<file path="config.mk">
export PLATFORM = sky130hd
export DESIGN_NAME = store_narrower_16
export DESIGN_NICKNAME = d
export VERILOG_FILES = /design/src/rtl/store_narrow_pkg.sv /design/src/rtl/narrow_fit_check.sv /design/src/rtl/store_narrower_16.sv
export SDC_FILE = /design/constraint.sdc
export NUM_CORES = 1
export LEC_CHECK = 0
export BUFFER_PORTS_ARGS = -buffer_cell sky130_fd_sc_hd__buf_2
export CORE_MARGIN = 2
export CORE_UTILIZATION = 52
export DETAILED_ROUTE_END_ITERATION = 8
export GPL_ROUTABILITY_DRIVEN = 1
export PLACE_DENSITY = 0.84
export SETUP_SLACK_MARGIN = 0.5
export SYNTH_ARGS = -nofsm -noshare
export SYNTH_HDL_FRONTEND = slang
export SYNTH_SLANG_ARGS = --single-unit
</file>
<file path="constraint.sdc">
create_clock -name clk -period 2.1 [get_ports clk]
set_clock_uncertainty 0.05 [all_clocks]
set_input_delay 0.42 -clock clk [delete_from_list [all_inputs] [get_ports clk]]
set_output_delay 0.42 -clock clk [all_outputs]
set_load 0.02 [all_outputs]
</file>
<file path="src/rtl/store_narrow_pkg.sv">
// Shared definitions for the store-path narrowing block: store size codes and FSM states.
package store_narrow_pkg;

  localparam int unsigned DATA_W = 32;
  localparam int unsigned BEAT_W = 16;

  typedef enum logic [1:0] {
    SZ_BYTE = 2'b00,
    SZ_HALF = 2'b01,
    SZ_WORD = 2'b10,
    SZ_ILL  = 2'b11
  } size_e;

  typedef enum logic [1:0] {
    IDLE  = 2'd0,
    BEAT0 = 2'd1,
    BEAT1 = 2'd2
  } state_e;

endpackage

</file>
<file path="src/rtl/narrow_fit_check.sv">
// Inverse of the load-path sign extension: is the register value exactly representable
// at the store width? Also flags the reserved size code.
module narrow_fit_check
  import store_narrow_pkg::*;
(
  input  logic [DATA_W-1:0] data_i,
  input  logic [1:0]        size_i,
  output logic              fits_o,
  output logic              legal_size_o
);

  always_comb begin
    fits_o       = 1'b0;
    legal_size_o = 1'b1;
    case (size_i)
      SZ_BYTE: fits_o = (data_i[31:8]  == {24{data_i[7]}});
      SZ_HALF: fits_o = (data_i[31:16] == {16{data_i[15]}});
      SZ_WORD: fits_o = 1'b1;
      default: legal_size_o = 1'b0;
    endcase
  end

endmodule

</file>
<file path="src/rtl/store_narrower_16.sv">
// Turns a 32-bit store request into byte/halfword beats on a 16-bit memory port;
// word stores take two beats, narrow stores one.
module store_narrower_16
  import store_narrow_pkg::*;
#(
  parameter int unsigned ADDR_W     = 32,
  parameter bit          BIG_ENDIAN = 1'b1
) (
  input  logic              clk,
  input  logic              reset,
  input  logic              in_valid,
  output logic              in_ready,
  input  logic [31:0]       in_data,
  input  logic [ADDR_W-1:0] in_addr,
  input  logic [1:0]        in_size,
  output logic              out_valid,
  input  logic              out_ready,
  output logic [ADDR_W-1:0] out_addr,
  output logic [15:0]       out_data,
  output logic [1:0]        out_be,
  output logic              out_last,
  output logic              out_fits,
  output logic              err_pulse
);

  state_e            state_q;
  logic              out_valid_q;
  logic [ADDR_W-1:0] out_addr_q;
  logic [15:0]       out_data_q;
  logic [15:0]       second_q;
  logic [1:0]        out_be_q;
  logic              out_last_q;
  logic              out_fits_q;
  logic              err_q;

  logic fits_c;
  logic legal_size_c;
  logic misalign_c;
  logic [15:0] first_half_c;
  logic [15:0] second_half_c;
  logic [1:0]  byte_be_c;

  narrow_fit_check u_fit (
    .data_i       (in_data),
    .size_i       (in_size),
    .fits_o       (fits_c),
    .legal_size_o (legal_size_c)
  );

  // Alignment rules and lane mapping for the request presented at the input.
  always_comb begin
    misalign_c    = ((in_size == SZ_HALF) && in_addr[0]) ||
                    ((in_size == SZ_WORD) && (in_addr[1:0] != 2'b00));
    first_half_c  = BIG_ENDIAN ? in_data[31:16] : in_data[15:0];
    second_half_c = BIG_ENDIAN ? in_data[15:0]  : in_data[31:16];
    byte_be_c     = (in_addr[0] ^ BIG_ENDIAN) ? 2'b10 : 2'b01;
  end

  always_ff @(posedge clk) begin
    if (reset) begin
      state_q     <= IDLE;
      out_valid_q <= 1'b0;
      out_addr_q  <= '0;
      out_data_q  <= '0;
      second_q    <= '0;
      out_be_q    <= 2'b00;
      out_last_q  <= 1'b0;
      out_fits_q  <= 1'b0;
      err_q       <= 1'b0;
    end else begin
      err_q <= 1'b0;
      case (state_q)
        IDLE: begin
          if (in_valid) begin
            if (!legal_size_c || misalign_c) begin
              err_q <= 1'b1;
            end else begin
              state_q     <= BEAT0;
              out_valid_q <= 1'b1;
              out_fits_q  <= fits_c;
              out_addr_q  <= {in_addr[ADDR_W-1:1], 1'b0};
              second_q    <= second_half_c;
              case (in_size)
                SZ_BYTE: begin
                  out_data_q <= {in_data[7:0], in_data[7:0]};
                  out_be_q   <= byte_be_c;
                  out_last_q <= 1'b1;
                end
                SZ_HALF: begin
                  out_data_q <= in_data[15:0];
                  out_be_q   <= 2'b11;
                  out_last_q <= 1'b1;
                end
                default: begin
                  out_data_q <= first_half_c;
                  out_be_q   <= 2'b11;
                  out_last_q <= 1'b0;
                end
              endcase
            end
          end
        end
        BEAT0: begin
          if (out_ready) begin
            if (out_last_q) begin
              state_q     <= IDLE;
              out_valid_q <= 1'b0;
            end else begin
              // Second half of a word follows immediately, address wraps naturally.
              state_q    <= BEAT1;
              out_addr_q <= out_addr_q + ADDR_W'(2);
              out_data_q <= second_q;
              out_last_q <= 1'b1;
            end
          end
        end
        BEAT1: begin
          if (out_ready) begin
            state_q     <= IDLE;
            out_valid_q <= 1'b0;
          end
        end
        default: begin
          state_q     <= IDLE;
          out_valid_q <= 1'b0;
        end
      endcase
    end
  end

  assign in_ready  = (state_q == IDLE);
  assign out_valid = out_valid_q;
  assign out_addr  = out_addr_q;
  assign out_data  = out_data_q;
  assign out_be    = out_be_q;
  assign out_last  = out_last_q;
  assign out_fits  = out_fits_q;
  assign err_pulse = err_q;

endmodule
</file>
==> run_results.csv <==
group,metric,value,unit
worst_setup_path,cp_slowest_stage_delay,0.39,ns
worst_setup_path,worst_setup_path_start_kind,"register",
yosys,yosysWarnings,0,
place,dpl_cell_area,4950,µm²
floorplan,die_area,8540,µm²
yosys,yosys.area.top_type,"dfxtp_1",
floorplan,rows,32,
floorplan,coreArea,7650,µm²
run_status,status,"completed",
yosys,synth_edf_count,0,
sta,final-hold-violation-count,0,
min_path,min_to,"out_addr[5]$_SDFFE_PP0P_",
clock_tree,htree_levels,3,
worst_setup_path,worstSetupPathType,"reg2reg",
min_path,hold_class,"in2reg",
yosys,synth-async-reset-ratio,0,
sta,max_slew_margin,0.611,
drt,ant_nets,0,
yosys,synth.avg_cell_area,7.50,µm²
layout,area_growth,53.2,%
yosys,synth_top_area_frac,0.350,
drt,vias,5317,
clock_tree,cts_root_buf,"clkbuf_8",
clock_tree,clk_pin_slew_worst_paths,0.08,ns
power_and_ir_drop,p_per_area,676,nW/µm²
sta,tightest_slew,0.583,ns
yosys,synth_flop_cell,"dfxtp_1",
sta,max_freq,0.551,GHz
layout,fin_util,0.814,
layout,final_area,6230,µm²
worst_setup_path,crit_required,2.35,ns
yosys,synth-seq-cells,71,
worst_setup_path,ff2ff_path_depth,7,
drt,wirelength,16.8,mm
power_and_ir_drop,power_switching,0.00139,W
power_and_ir_drop,p_comb_frac,0.285,
drt,wire_per_inst,21.1,µm
sta,rsz0062_at_grt,"true",
worst_setup_path,critPathMaxFanout,8,
power_and_ir_drop,intPower,0.00282,W
place,dp_hpwl,8.58,mm
clock_tree,clock-sinks,71,
drt,routed_via_density,6.65,
power_and_ir_drop,p_clk_frac,0.337,
layout,fin_nets,763,
clock_tree,clk-insertion-delay-late,0.36,ns
grt,antenna_found_initial,0,
worst_setup_path,ff2ff_setup_slack,0.28,ns
power_and_ir_drop,ir_worst_vdd,0.000442,V
floorplan,start_util,0.532,
sta,layout_worst_path_cycle_share,0.865,
clock_tree,cts_buffer_depth,2,
worst_setup_path,cp_slowest_cell,"or3b_4",
layout,drive_gt1_frac,0.469,
layout,antenna_cells,0,
place,routabilityCongestion,0.937,
layout,multi_input_area,2980,µm²
clock_tree,cts_tree,"done",
min_path,whs_path_depth,3,
power_and_ir_drop,seqPwrFrac,0.378,
sta,slew_violations,0,
layout,ff_latch_area,1470,µm²
worst_setup_path,r2r-start,"state_q[0]$_SDFFE_PP0P_",
drt,dr.pass1.iters,5,
sta,finalSetupViolCount,0,
worst_setup_path,cp-end-kind,"register",
yosys,seq_area_frac_synth,0.350,
yosys,synthesis.area,4070,µm²
grt,grt_max_degree,46,
run,drv_cap,0,
yosys,ys_types,57,
grt,grtUsageTotal,0.338,
floorplan,die_h,92.4,µm
yosys,yosys-top-cells-area,"dfxtp_1, nand2_1, a21oi_1, mux2i_1, o21ai_0",
power_and_ir_drop,p_leak,2.71,nW
power_and_ir_drop,power.share.switching,0.331,
worst_setup_path,path_cells,"buf_6, or3b_4, a21oi_4, buf_12, nor3_2, a211oi_1, and3_1",
worst_setup_path,r2r-end,"out_addr[25]$_SDFFE_PP0P_",
clock_tree,cts_buffers,9,
yosys,syn_nets,613,
floorplan,pin_count,125,
place,port-buffer-count,123,
worst_setup_path,worstPathArrival,2.07,ns
grt,grt_pass1_wl,23.0,mm
drt,drt_iter0_drc,627,
grt,grt_pass1_vias,4767,
clock_tree,hold_buffers,0,
floorplan,die_x,92.4,µm
layout,fillers,413,
drt,drcViolationCount,0,
yosys,syn_inst,542,
grt,grt_overflow,0,
min_path,min_from,"in_addr[5]",
sta,fin_setup_tns,0,ns
sta,post-route-min-period,1.82,ns
==> stage by stage <==
step / hold slack, ns / setup WS, ns / instances / total power, W
final: 0.289 / 0.284 / 799 / 0.00421
after global routing: 0.286 / 0.181 / 799 / 0.00435
after CTS: 0.274 / 0.383 / 787 / 0.00399
after detailed placement: 0.394 / 0.157 / 746 / 0.00245
after global placement: 0.390 / 0.241 / 746 / 0.00242
after floorplan: 0.386 / 0.440 / 542 / 0.00213
==> cell type report <==
class	instances	share of cell area
Clock buffer	13	0.0307
Sequential cell	71	0.236
Timing Repair Buffer	182	0.218
Multi-Input combinational cell	420	0.479
Clock inverter	3	0.0111
Inverter	8	0.00482
Tap cell	102	0.0205
==> registers in the layout, summed over array words and instances (netlist names) <==
register   cells
err_pulse      1
out_addr      31
out_be         2
out_data      16
out_fits       1
out_last       1
out_valid      1
second_q      16
state_q        2
==> cells in the mapped netlist, types with 2 or more instances <==
master    count
buf_4         3
nor2b_1       4
nand4_1      17
and3_1        7
clkbuf_1     21
or3_1         4
buf_2        13
mux2i_1      19
o21ai_0      28
dfxtp_1      71
inv_1         8
o41ai_1       2
a22o_1        2
nand2b_1      3
a32o_1        3
a22oi_1       4
and4_1        2
o31ai_1       2
a311oi_1     10
a21o_1        5
a41o_1        2
o211ai_1     12
o31a_1        2
a211oi_1     11
and2_1        5
nor3_1       15
nand3_1      14
a41oi_1       3
o32ai_1       3
a21oi_1      59
nor3b_1       3
nand2_1     106
a31o_2        3
nor4_1        9
nor2_1       35
a31oi_1       6
buf_1         5
nor3_2        2
==> worst max path at each step <==
stage | slack (ns) | cells past startpoint | endpoint | from
finish | 0.28 | 7 | out_addr[25]$_SDFFE_PP0P_ | state_q[0]$_SDFFE_PP0P_
detailed placement | 0.16 | 7 | out_addr[28]$_SDFFE_PP0P_ | out_ready
floorplan | 0.44 | 7 | out_addr[31]$_SDFFE_PP0P_ | out_addr[2]$_SDFFE_PP0P_
CTS | 0.38 | 8 | out_data[1]$_SDFFE_PP0P_ | state_q[0]$_SDFFE_PP0P_
global route | 0.18 | 7 | out_addr[25]$_SDFFE_PP0P_ | state_q[0]$_SDFFE_PP0P_
global placement | 0.24 | 7 | out_addr[26]$_SDFFE_PP0P_ | in_valid
==> per-layer routing <==
metal | track usage | part of all wire | vias to the layer above
met2 | 0.583 | 0.48 | 435
met4 | 0.169 | 0.059 | 0
met1 | 0.409 | 0.35 | 2480
li1 | - | - | 2299
met3 | 0.0480 | 0.10 | 103
met5 | 0 | 0 | -
==> placed cells by master (no fill, tap or decap), types with 14 or more instances in the layout <==
cell type  count
nor2_1        29
dfxtp_1       49
dfxtp_2       14
a21oi_2       28
nand4_1       17
nand2_1       84
o21ai_0       15
nand2_4       18
buf_2        122
mux2i_1       19
a21oi_1       31
buf_4         34
==> timing repair <==
item,CTS,global route
pin swaps,25,49
gates cloned,6,2
resized for setup,61,85
setup buffers,19,10
setup endpoints to repair,68,68
==> power by group through the flow <==
stage / clock network [W] / registers [W] / logic [W]
floorplan: 0 / 0.00169 / 0.000444
global placement: 0 / 0.00160 / 0.000828
detailed placement: 0 / 0.00160 / 0.000844
CTS: 0.00140 / 0.00157 / 0.00102
global route: 0.00149 / 0.00160 / 0.00127
finish: 0.00142 / 0.00159 / 0.00120
==> worst max-delay path, delay by kind of cell, from the launching register on <==
kind | cells | cell delay [ns]
simple gates | 3 | 0.64
flops | 1 | 0.38
compound gates | 2 | 0.38
buf+inv | 2 | 0.29
==> kinds of logic (layout without fill, tap and decap cells) <==
kind of cell    count (synthesis)  count (layout)  share of synthesized area
simple gates                  236             236                      0.284
mux                            19              19                     0.0468
fa+ha+maj                       1               1                    0.00308
other cells                     1               1                   0.000922
compound gates                163             163                      0.260
buf+inv                        51             206                     0.0557
flops                          71              71                      0.350
Note: power is estimated with default switching activity, not from simulation.
